==> src/rtl/if_id_pipe.sv <==
// if_id_pipe: IF/ID pipeline register for the 16-bit, 16-register pipeline.
//
// Captures the fetched instruction and its PC+2. The register honours the
// decode-stage stall and branch flush, freezes on a valid HLT, and drives
// the PC write enable. It decodes the register fields and the branch/load
// flags used by the hazard unit and the register file. A saturating
// stall-cycle counter is kept for debug.
//
// Ports:
//   clk, rst            clock, asynchronous active-high reset
//   if_instr            instruction fetched this cycle
//   if_pc_plus2         PC+2 of the fetched instruction
//   stall               hold request from the data-hazard unit
//   flush               squash request from a taken branch
//   cnt_clr             synchronous clear of stall_cnt
//   id_instr            registered instruction
//   id_pc_plus2         registered PC+2
//   id_valid            ID slot holds a real instruction
//   id_opcode           id_instr[15:12]
//   id_rd/id_rs/id_rt   decoded register fields
//   id_reads_rs/rt      field is actually read by this instruction
//   id_is_br            valid B or BR
//   id_is_load          valid LW
//   id_halt             valid HLT held in ID
//   pc_write_en         PC may advance this cycle
//   stall_cnt           saturating count of stall cycles

module if_id_pipe #(
    parameter int unsigned CNT_W = 16
) (
    input  logic             clk,
    input  logic             rst,
    input  logic [15:0]      if_instr,
    input  logic [15:0]      if_pc_plus2,
    input  logic             stall,
    input  logic             flush,
    input  logic             cnt_clr,
    output logic [15:0]      id_instr,
    output logic [15:0]      id_pc_plus2,
    output logic             id_valid,
    output logic [3:0]       id_opcode,
    output logic [3:0]       id_rd,
    output logic [3:0]       id_rs,
    output logic [3:0]       id_rt,
    output logic             id_reads_rs,
    output logic             id_reads_rt,
    output logic             id_is_br,
    output logic             id_is_load,
    output logic             id_halt,
    output logic             pc_write_en,
    output logic [CNT_W-1:0] stall_cnt
);

    localparam logic [3:0] OpLw  = 4'b1000;
    localparam logic [3:0] OpSw  = 4'b1001;
    localparam logic [3:0] OpLlb = 4'b1010;
    localparam logic [3:0] OpLhb = 4'b1011;
    localparam logic [3:0] OpB   = 4'b1100;
    localparam logic [3:0] OpBr  = 4'b1101;
    localparam logic [3:0] OpPcs = 4'b1110;
    localparam logic [3:0] OpHlt = 4'b1111;
    localparam logic [3:0] OpSll = 4'b0100;
    localparam logic [3:0] OpSra = 4'b0101;
    localparam logic [3:0] OpRor = 4'b0110;

    logic [15:0]      instr_q;
    logic [15:0]      pc_q;
    logic             valid_q;
    logic [CNT_W-1:0] cnt_q;

    logic             halt;
    logic             rs_used;
    logic             rt_used;

    assign id_instr    = instr_q;
    assign id_pc_plus2 = pc_q;
    assign id_valid    = valid_q;
    assign stall_cnt   = cnt_q;
    assign id_opcode   = instr_q[15:12];
    assign id_rd       = instr_q[11:8];

    assign halt        = valid_q && (instr_q[15:12] == OpHlt);
    assign id_halt     = halt;

    // Flush deliberately does not gate the PC: the branch target must load.
    assign pc_write_en = ~stall & ~halt;

    // Field remap and read-usage decode; fields stay live even on a bubble.
    always_comb begin
        id_rs   = instr_q[7:4];
        id_rt   = instr_q[3:0];
        rs_used = 1'b1;
        rt_used = 1'b1;
        case (instr_q[15:12])
            OpSw: begin
                id_rt = instr_q[11:8];
            end
            OpLlb, OpLhb: begin
                id_rs   = instr_q[11:8];
                rt_used = 1'b0;
            end
            OpLw, OpSll, OpSra, OpRor, OpBr: begin
                rt_used = 1'b0;
            end
            OpB, OpPcs, OpHlt: begin
                rs_used = 1'b0;
                rt_used = 1'b0;
            end
            default: begin
                rs_used = 1'b1;
                rt_used = 1'b1;
            end
        endcase
    end

    assign id_reads_rs = valid_q & rs_used;
    assign id_reads_rt = valid_q & rt_used;
    assign id_is_br    = valid_q & ((instr_q[15:12] == OpB) | (instr_q[15:12] == OpBr));
    assign id_is_load  = valid_q & (instr_q[15:12] == OpLw);

    // Pipeline register: flush > (stall | halt freeze) > load.
    always_ff @(posedge clk or posedge rst) begin
        if (rst) begin
            instr_q <= 16'h0000;
            pc_q    <= 16'h0000;
            valid_q <= 1'b0;
        end else if (flush) begin
            instr_q <= 16'h0000;
            valid_q <= 1'b0;
        end else if (!(stall || halt)) begin
            instr_q <= if_instr;
            pc_q    <= if_pc_plus2;
            valid_q <= 1'b1;
        end
    end

    // Debug stall counter: counts only real held instructions, saturates.
    always_ff @(posedge clk or posedge rst) begin
        if (rst) begin
            cnt_q <= '0;
        end else if (cnt_clr) begin
            cnt_q <= '0;
        end else if (stall && !flush && valid_q && (cnt_q != {CNT_W{1'b1}})) begin
            cnt_q <= cnt_q + 1'b1;
        end
    end

endmodule

==> config.mk <==
export PLATFORM = sky130hd
export DESIGN_NAME = if_id_pipe
export DESIGN_NICKNAME = d
export VERILOG_FILES = /design/src/rtl/if_id_pipe.sv
export SDC_FILE = /design/constraint.sdc
export NUM_CORES = 1
export LEC_CHECK = 0
export ABC_AREA = 1
export BUFFER_PORTS_ARGS = -buffer_cell sky130_fd_sc_hd__buf_4
export CAP_MARGIN = 25
export CORE_MARGIN = 1.5
export CORE_UTILIZATION = 52
export CTS_CLUSTER_DIAMETER = 60
export DETAILED_ROUTE_END_ITERATION = 12
export HOLD_SLACK_MARGIN = 0.08
export PLACE_DENSITY = 0.87
export RECOVER_POWER = 25
export SETUP_SLACK_MARGIN = 0.1
export SLEW_MARGIN = 30
export SYNTH_ARGS = -nofsm -noshare
export SYNTH_HDL_FRONTEND = slang
export SYNTH_SLANG_ARGS = --single-unit
==> constraint.sdc <==
create_clock -name clk -period 2.31 [get_ports clk]
set_clock_uncertainty 0.05 [all_clocks]
set_input_delay 0.3465 -clock clk [delete_from_list [all_inputs] [get_ports clk]]
set_output_delay 0.3465 -clock clk [all_outputs]
set_load 0.1 [all_outputs]
### After elaboration in Yosys (flattened, before gate mapping)

Index checks and enable logic that the tools add are counted.

| operators by class | value |
|---|---|
| add/subtract/negate cells | 1 |
| eq/ne operators | 13 |
| muxes and demuxes | 10 |
| bitwise gates (word level) | 10 |
| reductions and logical operators | 11 |

Operator list:

| cell | count |
|---|---|
| two-way mux 16 bit | 4 |
| equality test 4 bit (second input constant) | 8 |
| adder 16 x 1 -> 16 bit (second input constant) | 1 |
| != test 16 bit (second input constant) | 1 |
| equality test 4 x 3 -> 1 bit (second input constant) | 3 |
| OR reduction 10 bit | 1 |
| two-way mux 4 bit | 2 |
| AND 1 bit | 5 |
| logical AND 1 bit | 4 |
| two-way mux 1 bit | 4 |
| NOT 1 bit | 4 |
| OR reduction 3 bit | 1 |
| != test 2 bit (second input constant) | 1 |
| AND reduction 2 bit | 1 |
| nonzero test 2 bit | 1 |
| OR reduction 2 bit | 1 |
| zero test 1 bit | 1 |
| logical OR 1 bit | 1 |
| OR 1 bit | 1 |

| storage, ports and cells | value |
|---|---|
| register bits | 49 |
| input port bits | 37 |
| output and inout port bits | 71 |
| word-level logic and storage cells | 49 |

### Logic depth before layout (Yosys ltp)

Gate-level depths: netlist of run 1.

| logic depth | value |
|---|---|
| word-level depth | 6 |
| mapped depth | 10 |
| mapped depth without buffers | 10 |

### Worst setup path before layout of run 1

OpenSTA, ideal clock, no wires.

| timing path | value |
|---|---|
| path type | reg-to-output |
| from | register instr_q[15] (netlist: id_instr[15]) |
| to | output port id_rt[0] |
| arrival | 3649 ps |
| path slack | -1736 ps |
| stages on the path, launching flop included | 5 |
| path buffers | 0 |
| cell sequence | dfrtp_1 > inv_1 > nor2_1 > nand3_1 > o21ai_0 |

| between the ends | value |
|---|---|
| longest elaborated chain between the ends | 2 |

Ends and longest elaborated chain:

| what | RTL line | text |
|---|---|---|
| from (decl) | 66 | `logic [15:0] instr_q;` |
| from (signal assigned) | 131 | `instr_q <= if_instr;` |
| equality test 4 bit | 94 | `case (instr_q[15:12])` |
| two-way mux 4 bit | 94 |  |
| to (decl) | 44 | `output logic [3:0] id_rt,` |

No other way between the ends.

### Worst setup path after layout of run 1

| timing path | value |
|---|---|
| from | register instr_q[15] (netlist: id_instr[15]) |
| to | output port id_rs[2] |

| between the ends | value |
|---|---|
| longest elaborated chain between the ends | 3 |
| elaborated cells between the ends (all ways) | 4 |
| those cells by class | eq/ne (2); mux (1); reduce/logical (1) |

Ends and longest elaborated chain:

| what | RTL line | text |
|---|---|---|
| equality test 4 bit | 94 |  |
| OR reduction 2 bit * | - |  |
| two-way mux 4 bit * | 94 |  |
| to (decl) | 43 | `output logic [3:0] id_rs,` |

Mark *: on every way between the ends. The rest lies on a longest branch, timed or not.

==> results of run 1 <==
==> critical path, cell delays in order (launching register included) <==
cell and delay (ns):
dfrtp_4 0.49, inv_1 0.08, nor2_2 0.21, nand2_2 0.23, o21ai_4 0.17, buf_4 0.30
==> flip-flops by register name, indices dropped and copies added (netlist names) <==
name	flops
id_valid	1
id_instr	16
id_pc_plus2	16
stall_cnt	16
==> area by class of cell <==
class	instances	area, µm²
Clock buffer	5	68.8
Clock inverter	3	46.3
Fill cell	364	1080
Inverter	34	128
Multi-Input combinational cell	248	1340
Sequential cell	49	1250
Tap cell	67	83.8
Timing Repair Buffer	113	832
==> repair_timing <==
item / CTS / global route
pin swaps: 0 / 1
endpoints found under the hold margin: 25 / 0
gates resized for setup: 3 / 5
setup endpoints to repair: 8 / 7
hold buffers: 1 / 0
==> worst max path at each step <==
stage	from	end	slack [ns]
5_1_grt	id_instr[15]	id_rs[3]	0.06
2_1_floorplan	id_instr[15]	id_rs[0]	0.08
4_1_cts	id_instr[15]	id_rs[1]	0.12
6_report	id_instr[15]	id_rs[2]	0.13
3_3_place_gp	id_instr[15]	id_rs[1]	0.37
3_5_place_dp	id_instr[15]	id_rs[1]	0.27
==> metrics by stage <==
stage | total power [W] | setup slack (ns) | instance area, µm²
global route | 0.00257 | 0.0614 | 3740
finish | 0.00249 | 0.131 | 3740
detailed placement | 0.00190 | 0.275 | 3620
global placement | 0.00189 | 0.365 | 3620
floorplan | 0.00169 | 0.0802 | 2820
CTS | 0.00252 | 0.119 | 3760
==> cell families (layout without fill, tap and decap cells) <==
kind of cell | count (synthesis) | after routing | share of synthesized area [%]
flip-flops | 49 | 49 | 46.3
AND/OR/NAND/NOR | 221 | 221 | 38.5
adder cells (fa/ha/maj) | 1 | 1 | 0.472
XOR/XNOR | 2 | 2 | 0.661
AO/OA/AOI/OAI | 24 | 24 | 4.72
buffers and inverters | 53 | 155 | 9.40
==> cells in the mapped netlist <==
master / number / area [µm²]
buf_1: 4 / 15.0
inv_2: 3 / 11.3
nand2_2: 5 / 31.3
o21ai_0: 16 / 80.1
buf_2: 4 / 20.0
nand3b_1: 1 / 7.51
buf_6: 1 / 11.3
ha_1: 1 / 12.5
a221oi_1: 1 / 8.76
nand2_4: 1 / 11.3
nand4_1: 7 / 43.8
nor2_8: 1 / 20.0
nand3_1: 57 / 285
nor2_2: 1 / 6.26
o21ai_1: 4 / 20.0
a21oi_1: 2 / 10.0
nand2_1: 115 / 432
nand3_2: 3 / 30.0
buf_4: 10 / 75.1
nor2_1: 24 / 90.1
nor2_4: 5 / 56.3
inv_1: 31 / 116
xor2_1: 2 / 17.5
dfrtp_1: 49 / 1230
a31oi_1: 1 / 6.26
nor3_1: 1 / 5.00
==> routing by layer <==
metal	track usage, %	up-vias	wire length (µm)	part of all wire, %
li1	-	1319	-	-
met1	36.3	1311	3120	42
met2	47.3	113	3770	51
met3	4.34	10	480	6.5
met4	5.86	0	69	0.93
met5	0	-	0	0
==> placed cells by master, fill, tap and decap left out, types with 2 or more instances in the layout <==
cell type / n
a21oi_1: 2
buf_4: 98
buf_6: 4
clkbuf_1: 9
clkbuf_8: 5
dfrtp_1: 40
dfrtp_2: 5
dfrtp_4: 4
inv_1: 30
inv_2: 4
nand2_1: 113
nand2_2: 7
nand3_1: 56
nand3_2: 3
nand4_1: 7
nor2_1: 22
nor2_2: 2
nor2_4: 6
o21ai_0: 8
o21ai_1: 4
o21ai_4: 8
xor2_1: 2
==> power by group through the flow <==
stage	clock network [W]	logic [W]	registers [W]
after floorplan	0	0.000326	0.00136
after global placement	0	0.000916	0.000972
after detailed placement	0	0.000924	0.000975
after CTS	0.000631	0.000928	0.000958
after global routing	0.000655	0.000948	0.000966
final	0.000615	0.000915	0.000959
==> impl_metrics.toml, run 1 <==
[pwr]
pwr-share-seq_pct = 38.5
power_frac_clock_pct = 24.7
leakage_nw = 1.92
p_int_w = 0.00142
vdd_ir_drop_max_v = 0.000318
p_switching_w = 0.00107
p_comb_share_pct = 36.8
p_sw_share_pct = 43.2
p_per_area_nw_per_um2 = 666

[placement]
place_hpwl_um = 5460
dp_cells = 510
gp_congestion = 0.978
io_buffers = 107

[min_path]
hold_path_end = "id_instr[14]"
holdPathStages = 3
min_path_type = "in2reg"
min_from = "if_instr[14]"

[logic_synthesis]
yosysSeqAreaShare_pct = 46.3
synth.ff_latch_count = 49
yosysWarnings = 0
syn_inst = 350
syn_area_um2 = 2650
synth.distinct_cells = 26
syn-num-nets = 388
syn_area_per_cell_um2 = 7.57

[sta]
tns_ns = 0
period_share_pct = 94.3
rsz0062_at_grt = "yes"
period_needed_ns = 2.18
fmax_mhz = 459
relSlewSlack_pct = 21.2
max_slew.worst_pin.slew_ns = 1.19
finalHoldViolations = 0
whs_ns = 0.219
final-max-slew-violation-count = 0
finalSetupViolations = 0

[route]
postRouteAntennaNets = 0
wl_per_cell_um = 14.3
drt-initial-drc-count = 207
firstDrtPassIters = 4
drc = 0
vias_per_cell = 5.30
vias = 2753
wirelength_um = 7440

[clock_tree]
h-tree-depth = 2
cts_tree = "yes"
clk_latency_ns = 0.30
cts_buffer_depth = 2
root_buffer = "clkbuf_8"
clk_pin_slew_ns = 0.09
cts_buffers = 5
cts_sinks = 49
postCtsSetupRepairBufs = 0

[critical_path]
rrSetupSlack_ns = 0.56
reg2reg_depth = 8
r2r_start = "id_instr[12]"
critPathRequiredTime_ns = 1.91
critical_path.max_fanout = 8
arrival_ns = 1.78
startpoint_type = "flop"
rr_endpoint = "id_instr[13]"
cp-end-kind = "output port"
crit_type = "reg2out"

[die]
die-area_um2 = 5530
core_um2 = 4820
fp-row-count = 25
initial_utilization_pct = 55.0
die_w_um = 74.4
pin_count = 108
die_h_um = 74.4

[cells_and_area]
area_growth_pct = 41.2
utilization_pct = 77.7
n_antenna_cell = 0
drive_gt1_share_pct = 34.5
fin_cells = 519
nets = 489

[global_route]
grt_use_total_pct = 27.3
antenna_found_initial = 0
grt_max_degree = 44
grt_pass1_vias = 2390
grt_pass1_wl_um = 11700
grt-ovfl-total = 0

[outcome]
status = "finished, final reports clean"

[run]
max_cap_viol_count = 0
No activity file was read; power rests on OpenSTA's default activity.
==> run 2, diff against run 1 <==
--- a/config.mk
+++ b/config.mk
@@ -8,6 +8,7 @@
 export ABC_AREA = 1
 export BUFFER_PORTS_ARGS = -buffer_cell sky130_fd_sc_hd__buf_4
 export CAP_MARGIN = 25
+export CORE_ASPECT_RATIO = 0.7
 export CORE_MARGIN = 1.5
 export CORE_UTILIZATION = 52
 export CTS_CLUSTER_DIAMETER = 60
==> impl_metrics.toml, run 2 (synthesis results as in run 1) <==
[global_route]
grt_pass1_vias = 2713
grt_pass1_wl_um = 13200
grt_use_total_pct = 31.1
antenna_found_initial = 0
grt_max_degree = 44
grt-ovfl-total = 0

[placement]
io_buffers = 107
gp_congestion = 0.888
place_hpwl_um = 5860
dp_slack_ns = 0.246

[cells_and_area]
final_common_cell = "nand2_1"
n_antenna_cell = 0
seq_area_um2 = 1250
nFillCells = 346
nets = 490
drive_gt1_share_pct = 36.2
mostFrequentLayoutCells = "nand2_1, buf_4, nand3_1"
multi_input_area_um2 = 1340
area_growth_pct = 43.6

[die]
initial_utilization_pct = 54.8
fp-row-count = 21
die-area_um2 = 5540
core_um2 = 4830
pin_count = 108
die_w_um = 88.3
die_h_um = 62.7

[critical_path]
crit_slowest_cell = "dfrtp_4"
cp-end-kind = "output port"
arrival_ns = 1.75
crit_path_cell_trace = "inv_2, nand2_1, a221oi_4, buf_4"
critPathRequiredTime_ns = 1.91
critical_path.max_fanout = 6
crit_type = "reg2out"
path_delay_family = "flip-flops"
startpoint_type = "flop"
slowest_delay_ns = 0.55
crit_buf_inv = 2

[sta]
fmax_mhz = 465
finalHoldViolations = 0
max_slew.worst_pin.slew_ns = 1.20
tns_ns = 0
fin_ws_ns = 0.159
finalSetupViolations = 0
final-max-slew-violation-count = 0
period_needed_ns = 2.15
rsz0062_at_grt = "yes"
relSlewSlack_pct = 20.2
period_share_pct = 93.1

[pwr]
leakage_nw = 1.98
vdd_ir_drop_max_v = 0.000521
p_per_area_nw_per_um2 = 695

[route]
wirelength_um = 8190
vias_per_cell = 5.41
vias = 2822
postRouteAntennaNets = 0
firstDrtPassIters = 5
wl_per_cell_um = 15.7
drc = 0
drt-initial-drc-count = 280

[clock_tree]
cts_tree = "yes"
root_buffer = "clkbuf_8"
clk_pin_slew_ns = 0.10
h-tree-depth = 2
cts_sinks = 49
cts_buffer_depth = 2
clk_latency_ns = 0.31
cts_buffers = 5
hold_buffers = 0

[run]
max_cap_viol_count = 0

[outcome]
status = "finished, final reports clean"

[min_path]
min_path_type = "in2reg"
[run 2: cell types whose count changed in the layout (fill, tap and decap cells not counted), sizes merged]
cell / change
buf: +9
clkbuf: -7
bufinv: +1
clkinv: -1
clkinvlp: -1
dlygate4sd3: -1
inv: +1
[run 2: routing by layer]
layer	global-route usage, %	share of wire, %	up-vias
li1	-	-	1314
met1	42.1	40	1307
met2	47.1	48	171
met3	8.06	8.7	30
met4	13.3	4.2	0
met5	0	0	-
[run 2: timing repair]
item,4_1_cts,5_1_grt
gates resized for setup,4,5
gates cloned,0,0
endpoints found under the setup margin,8,8
pin swaps,0,0
buffers inserted,0,0
[run 2: final cells by class]
type                       count  share of cell area, %
multi-input combinational    248                   35.3
sequential                    49                   32.8
timing repair buffer         114                   22.7
inverter                      34                   3.35
tap                           69                   2.27
clock buffer                   5                   1.81
clock inverter                 3                   1.81
[run 2: path summary, 6_finish.rpt]
check,endpoint,slack (ns),from,cells after the start
setup / recovery,id_reads_rt,0.16,id_instr[13],4
hold / removal,id_pc_plus2[4],0.21,if_pc_plus2[4],3
setup reg to reg,stall_cnt[8],0.47,stall_cnt[0],9
hold reg to reg,id_pc_plus2[12],0.44,id_pc_plus2[12],2
max in group asynchronous,id_pc_plus2[15],0.77,rst,3
min in group asynchronous,id_instr[13],0.30,rst,2
[run 2: through the flow]
step	instances	instance area [µm²]	util, %	hold WS [ns]	total power, W
floorplan	350	2820	-	0.434	0.00169
detailed placement	514	3640	75.2	0.411	0.00191
global route	522	3800	78.7	0.205	0.00273
CTS	522	3790	78.4	0.110	0.00264
finish	522	3800	78.7	0.208	0.00265
global placement	514	3640	75.2	0.406	0.00189
[run 2: worst register-to-register path: cells and delay by family (launching register included)]
kind,cells,cell delay (ns)
AND/OR/NAND/NOR,8,0.98
adder cells (fa/ha/maj),1,0.25
flip-flops,1,0.44
[run 2: power breakdown]
part,leakage [nW],switching [W],internal (W),total [W]
clock,0.0687,0.000307,0.000436,0.000743
combinational,1.28,0.000746,0.000191,0.000937
sequential,0.633,0.0000511,0.000914,0.000965
total,1.98,0.00110,0.00154,0.00265
